<file path="config.mk">
export PLATFORM = sky130hd
export DESIGN_NAME = serial_rx_fifo
export DESIGN_NICKNAME = d
export VERILOG_FILES = /design/src/rtl/serial_rx_fifo.sv
export SDC_FILE = /design/constraint.sdc
export NUM_CORES = 1
export LEC_CHECK = 0
export CAP_MARGIN = 10
export CORE_ASPECT_RATIO = 0.8
export CORE_MARGIN = 5
export CORE_UTILIZATION = 55
export CTS_CLUSTER_DIAMETER = 100
export DETAILED_ROUTE_END_ITERATION = 12
export GPL_ROUTABILITY_DRIVEN = 0
export PLACE_DENSITY = 0.83
export SLEW_MARGIN = 0
export SYNTH_ARGS = -nofsm -noshare
export SYNTH_HDL_FRONTEND = slang
export SYNTH_SLANG_ARGS = --single-unit
</file>
<file path="constraint.sdc">
create_clock -name clk -period 5.7 [get_ports clk]
set_input_delay 1.14 -clock clk [delete_from_list [all_inputs] [get_ports clk]]
set_output_delay 1.14 -clock clk [all_outputs]
set_load 0.1 [all_outputs]
</file>
<file path="src/rtl/serial_rx_fifo.sv">
// serial_rx_fifo: receive buffer downstream of the async RX deserializer.
// Captures each byte on the one-cycle data-ready pulse into a show-ahead
// FIFO, tags packet boundaries from the end-of-packet pulse, and produces
// overrun, trigger-level and character-timeout status for the UART registers.
//
// Ports:
//   clk, rst_n      system clock, asynchronous active-low reset
//   rx_data         byte from deserializer, valid while rx_data_ready is high
//   rx_data_ready   one-cycle write strobe
//   rx_endofpacket  one-cycle line-gap pulse; tags the newest buffered byte
//   rd_en           pop head entry (ignored when empty)
//   flush           synchronous FIFO clear
//   stat_rd         status-read strobe; clears overrun
//   trig_sel        trigger level: 0->1, 1->4, 2->8, 3->DEPTH-2
//   rd_data/rd_eop  head entry (combinational, show-ahead)
//   rd_valid        FIFO not empty
//   count           occupancy 0..DEPTH
//   full            count == DEPTH
//   overrun         sticky: a byte was dropped
//   irq_data        count >= trigger level
//   irq_timeout     end-of-packet seen with data still buffered
//   irq             irq_data | irq_timeout | overrun
module serial_rx_fifo #(
  parameter int AW = 4
) (
  input  logic          clk,
  input  logic          rst_n,
  input  logic [7:0]    rx_data,
  input  logic          rx_data_ready,
  input  logic          rx_endofpacket,
  input  logic          rd_en,
  input  logic          flush,
  input  logic          stat_rd,
  input  logic [1:0]    trig_sel,
  output logic [7:0]    rd_data,
  output logic          rd_eop,
  output logic          rd_valid,
  output logic [AW:0]   count,
  output logic          full,
  output logic          overrun,
  output logic          irq_data,
  output logic          irq_timeout,
  output logic          irq
);

  localparam int          DEPTH   = 1 << AW;
  localparam logic [AW:0] PTR_ONE = {{AW{1'b0}}, 1'b1};
  localparam logic [AW:0] CNT_ONE = {{AW{1'b0}}, 1'b1};
  localparam logic [AW-1:0] IDX_ONE = {{(AW-1){1'b0}}, 1'b1};

  // Entry layout: bit 8 = eop tag, bits 7:0 = data byte.
  logic [8:0] mem_q [DEPTH];

  logic [AW:0] wr_ptr_q, wr_ptr_d;
  logic [AW:0] rd_ptr_q, rd_ptr_d;
  logic [AW:0] count_q, count_d;
  logic        rd_valid_q, rd_valid_d;
  logic        full_q, full_d;
  logic        overrun_q, overrun_d;
  logic        irq_timeout_q, irq_timeout_d;
  logic        irq_data_q, irq_data_d;

  logic        do_pop, do_wr, do_drop, do_tag;
  logic [31:0] trig_level;
  logic [AW-1:0] wr_idx, rd_idx, last_idx;

  assign wr_idx   = wr_ptr_q[AW-1:0];
  assign rd_idx   = rd_ptr_q[AW-1:0];
  assign last_idx = wr_idx - IDX_ONE;

  // A pop frees a slot in the same cycle, so a full FIFO still accepts a
  // byte when it is being read. Flush discards the byte without an overrun.
  assign do_pop  = rd_en && rd_valid_q;
  assign do_wr   = rx_data_ready && (!full_q || do_pop) && !flush;
  assign do_drop = rx_data_ready && full_q && !do_pop && !flush;
  // The tag lands on the entry written before this cycle; it is lost if that
  // entry is the one being popped (it is then the only entry).
  assign do_tag  = rx_endofpacket && rd_valid_q && !flush &&
                   !(do_pop && count_q == CNT_ONE);

  always_comb begin
    // NOTE: every variable gets a default first so no path infers a latch.
    wr_ptr_d = wr_ptr_q;
    rd_ptr_d = rd_ptr_q;
    if (flush) begin
      wr_ptr_d = '0;
      rd_ptr_d = '0;
    end else begin
      if (do_wr)  wr_ptr_d = wr_ptr_q + PTR_ONE;
      if (do_pop) rd_ptr_d = rd_ptr_q + PTR_ONE;
    end

    // Occupancy flags come straight from the next pointers so they can never
    // disagree with them.
    count_d    = wr_ptr_d - rd_ptr_d;
    rd_valid_d = (wr_ptr_d != rd_ptr_d);
    full_d     = (wr_ptr_d[AW-1:0] == rd_ptr_d[AW-1:0]) &&
                 (wr_ptr_d[AW] != rd_ptr_d[AW]);

    case (trig_sel)
      2'd0:    trig_level = 32'd1;
      2'd1:    trig_level = 32'd4;
      2'd2:    trig_level = 32'd8;
      default: trig_level = 32'(DEPTH - 2);
    endcase
    irq_data_d = (32'(count_d) >= trig_level);

    // Set wins over the status-read clear.
    if (do_drop)      overrun_d = 1'b1;
    else if (stat_rd) overrun_d = 1'b0;
    else              overrun_d = overrun_q;

    // Clear (pop or flush) wins over a simultaneous end-of-packet.
    if (do_pop || flush)                    irq_timeout_d = 1'b0;
    else if (rx_endofpacket && rd_valid_d)  irq_timeout_d = 1'b1;
    else                                    irq_timeout_d = irq_timeout_q;
  end

  // NOTE: state registers use non-blocking assignments so every flop samples
  // the same pre-edge values.
  always_ff @(posedge clk or negedge rst_n) begin
    if (!rst_n) begin
      wr_ptr_q      <= '0;
      rd_ptr_q      <= '0;
      count_q       <= '0;
      rd_valid_q    <= 1'b0;
      full_q        <= 1'b0;
      overrun_q     <= 1'b0;
      irq_timeout_q <= 1'b0;
      irq_data_q    <= 1'b0;
    end else begin
      wr_ptr_q      <= wr_ptr_d;
      rd_ptr_q      <= rd_ptr_d;
      count_q       <= count_d;
      rd_valid_q    <= rd_valid_d;
      full_q        <= full_d;
      overrun_q     <= overrun_d;
      irq_timeout_q <= irq_timeout_d;
      irq_data_q    <= irq_data_d;
    end
  end

  // NOTE: the storage array has no reset; its contents are only observable
  // through rd_valid-qualified outputs, and leaving it unreset lets it map to
  // plain RAM/register-file cells. The write index and tag index always differ.
  always_ff @(posedge clk) begin
    if (do_wr)  mem_q[wr_idx]    <= {1'b0, rx_data};
    if (do_tag) mem_q[last_idx][8] <= 1'b1;
  end

  assign rd_data     = mem_q[rd_idx][7:0];
  assign rd_eop      = mem_q[rd_idx][8];
  assign rd_valid    = rd_valid_q;
  assign count       = count_q;
  assign full        = full_q;
  assign overrun     = overrun_q;
  assign irq_data    = irq_data_q;
  assign irq_timeout = irq_timeout_q;
  assign irq         = irq_data_q | irq_timeout_q | overrun_q;

endmodule
</file>
==> metrics.md <==
| Metric | Value |
|---|---|
| Initial antenna violation count | 0 |
| Yosys reg bits | between 150 and 200 |
| Fillers | 788 |
| Yosys top cell area share | 56.6% |
| Initial DRC Count | 336 |
| Minimum clock period | around 4.7 ns |
| Synth top area cells | edfxtp_1 (57%), mux4_2 (15%), dfrtp_1 (7.4%), dfxtp_1 (4.7%), ha_1 (2.6%) |
| Reported max-cap violation count | 0 |
| Post-CTS setup buffers | 0 |
| Post_cts resized | 0 |
| PD cells | between 400 and 500 mW/mm2 |
| CP required | 4.56 ns |
| Critical path class | reg -> out |
| Number of synthesized flops with an enable pin | around 130 |
| Area of the mapped netlist | 0.00679 mm2 |
| Rows | 36 |
| Top-count cell post-synth | edfxtp_1 |
| IO buf count | 36 |
| Syn Nets | about 420 |
| First-pass GRT wire length | about 22000 um |
| Avg Cell Area, Syn | between 15 and 20 um2 |
| Die H | between 100 and 150 um |
| Area delta synth->final | 16.9% |
| Final Cycle Share | approximately 80% |
| HP Class | reg -> reg |
| Final Net Count | about 460 |
| Top layer in use | met4 |
| Pre-CTS setup slack | 0.964 ns |
| Worst setup margin | 1.05 ns |
| WL met2 | approximately 6800 um |
| Number of global-route vias before repair | ~3800 |
| Synth cell count leaders | edfxtp_1 (128), mux4_2 (45), o21ai_0 (26) |
| Crit-path max FO | 24 |
| Setup Skew | roughly 0.014 ns |
| Status | finished, final reports clean |
| DR WL/cell | 23.4 um |
| Number of remaining DRC errors | 0 |
| DRT Pass-1 Iters | 5 |
| DP HPWL | roughly 8500 um |
| Clock buffer depth | 2 |
| Largest net degree at the start of global routing | 28 |
| Wl on met1 | approximately 6000 um |
| Clock root buffer | clkbuf_16 |
| CTS Buf Count | 17 |
| Leakage | 0.00271 uW |
| Ys Warns | 0 |
| Max VDD drop | around 0.34 mV |
| Layout cells sized above 1 | a little over a fifth |
| WL met3 | roughly 950 um |
| Vias/cell | slightly above 6 |
| Clk slew on worst S/H paths | 0.06 ns |
| Die W | around 130 um |
| Syn Inst Count | 387 |
| DIE AREA | 0.0147 mm2 |
| Hold Buf Count CTS | 0 |
| Final ANT Viol Nets | 0 |
| Core Area | roughly 0.012 mm2 |
| Sequential share of the synthesized area | 68.7% |
| Worst-skew pair later-pin latency | roughly 0.42 ns |
| N_diodes | 0 |
| H-tree depth | 4 |
| F_max | around 210 MHz |
| Clk sinks | around 160 |
| Fin Setup TNS | 0 ns |
| Unrepaired setup endpoints after global routing | false |
| Ports | 37 |
| Final setup viols | 0 |
| Worst setup EP type | output pin |
| Critical path launch point type | register |
| Total global-route track usage | 20.5% |
| Ys async rst share | approximately an eighth |
| Slew Limit Fails | 0 |
| Final Hold Viols | 0 |
| Primary FF master, synth | edfxtp_1 |
| Routed wire length | ~14000 um |
| GR Overflow Total | 0 |
| Synth cell types | 41 |
| DR vias | between 3000 and 4000 |
| Crit path DAT | approximately 3.5 ns |
| CTS tree | built |
| Headroom to the max-slew limit | 24.5% |
| Area leader, netlist | edfxtp_1 |
| Worst-margin pin slew | 1.13 ns |
| Initial Utilization | a little under three fifths |
-- sequential cells by signal (all words and copies together) (netlist names) --
name	cells
rd_ptr_q	5
irq_data	1
irq_timeout	1
rd_valid	1
overrun	1
mem_q	144
count	5
full	1
wr_ptr_q	5
-- power by group --
group | internal [uW] | switching [uW]
Combinational | 256 | 465
Clock | 703 | 481
Sequential | 1360 | 56.7
Total | 2310 | 1000
-- through the flow --
step / utilization (%) / power (uW) / hold slack (ns) / area (um2) / instances
final: 65.5 / 3320 / 0.472 / 7940 / 596
after global routing: 65.5 / 3440 / 0.487 / 7940 / 596
after CTS: 65.5 / 3340 / 0.461 / 7940 / 596
after detailed placement: 60.4 / 2160 / 0.451 / 7320 / 564
after global placement: 60.4 / 2140 / 0.437 / 7320 / 564
after floorplan: - / 1980 / 0.426 / 6790 / 387
-- layer usage --
| layer | vias to the layer above | GRT usage (%) |
|---|---|---|
| met1 | 1874 | 29.1 |
| li1 | 1608 | - |
| met4 | 0 | 6.40 |
| met2 | 168 | 32.0 |
| met5 | - | 0 |
| met3 | 18 | 4.89 |
-- cells by family after synthesis --
group,Yosys count,share of synthesized area (%)
buffers and inverters,34,2.17
multiplexers,48,15.4
AND/OR/NAND/NOR,66,4.72
AO/OA/AOI/OAI,48,4.42
adder cells (fa/ha/maj),15,2.88
flip-flops,164,68.7
XOR/XNOR,12,1.66
-- area by class of cell --
cell class                      instances  area (um2)  area share, %
Clock buffer                           17         425           5.36
Clock inverter                         15         195           2.46
Inverter                               19        71.3          0.898
Multi-Input combinational cell        189        1990           25.0
Sequential cell                       164        4670           58.8
Tap cell                              152         190           2.40
Timing Repair Buffer                   40         403           5.08
-- cell usage in the layout (no fill, tap or decap), types with 15 or more instances in the layout --
cell,synthesis,routed
edfxtp_1,128,128
mux4_2,45,45
clkdlybuf4s50_1,0,36
dfrtp_1,20,19
inv_1,19,19
nor2_1,22,22
nand2_1,15,15
o21ai_0,26,26
dfxtp_1,16,16
clkbuf_16,0,17
-- final timing paths --
kind | from | end | slack [ns] | depth (start not counted)
min reg2reg | mem_q[2][8] | mem_q[2][8] | 0.47 | 2
min | mem_q[2][8] | mem_q[2][8] | 0.47 | 2
max in group asynchronous | rst_n | rd_ptr_q[0] | 3.84 | 1
max | rd_ptr_q[0] | rd_data[2] | 1.05 | 4
min in group asynchronous | rst_n | irq_timeout | 1.24 | 1
max reg2reg | rd_ptr_q[0] | irq_data | 2.37 | 11
-- worst max-delay path, cell delays in order (launching register included) --
cell,delay [ns]
dfrtp_2,0.73
buf_12,0.30
mux4_2,0.57
mux4_2,0.50
clkdlybuf4s50_1,0.99
No activity file was read; power rests on OpenSTA's default activity.
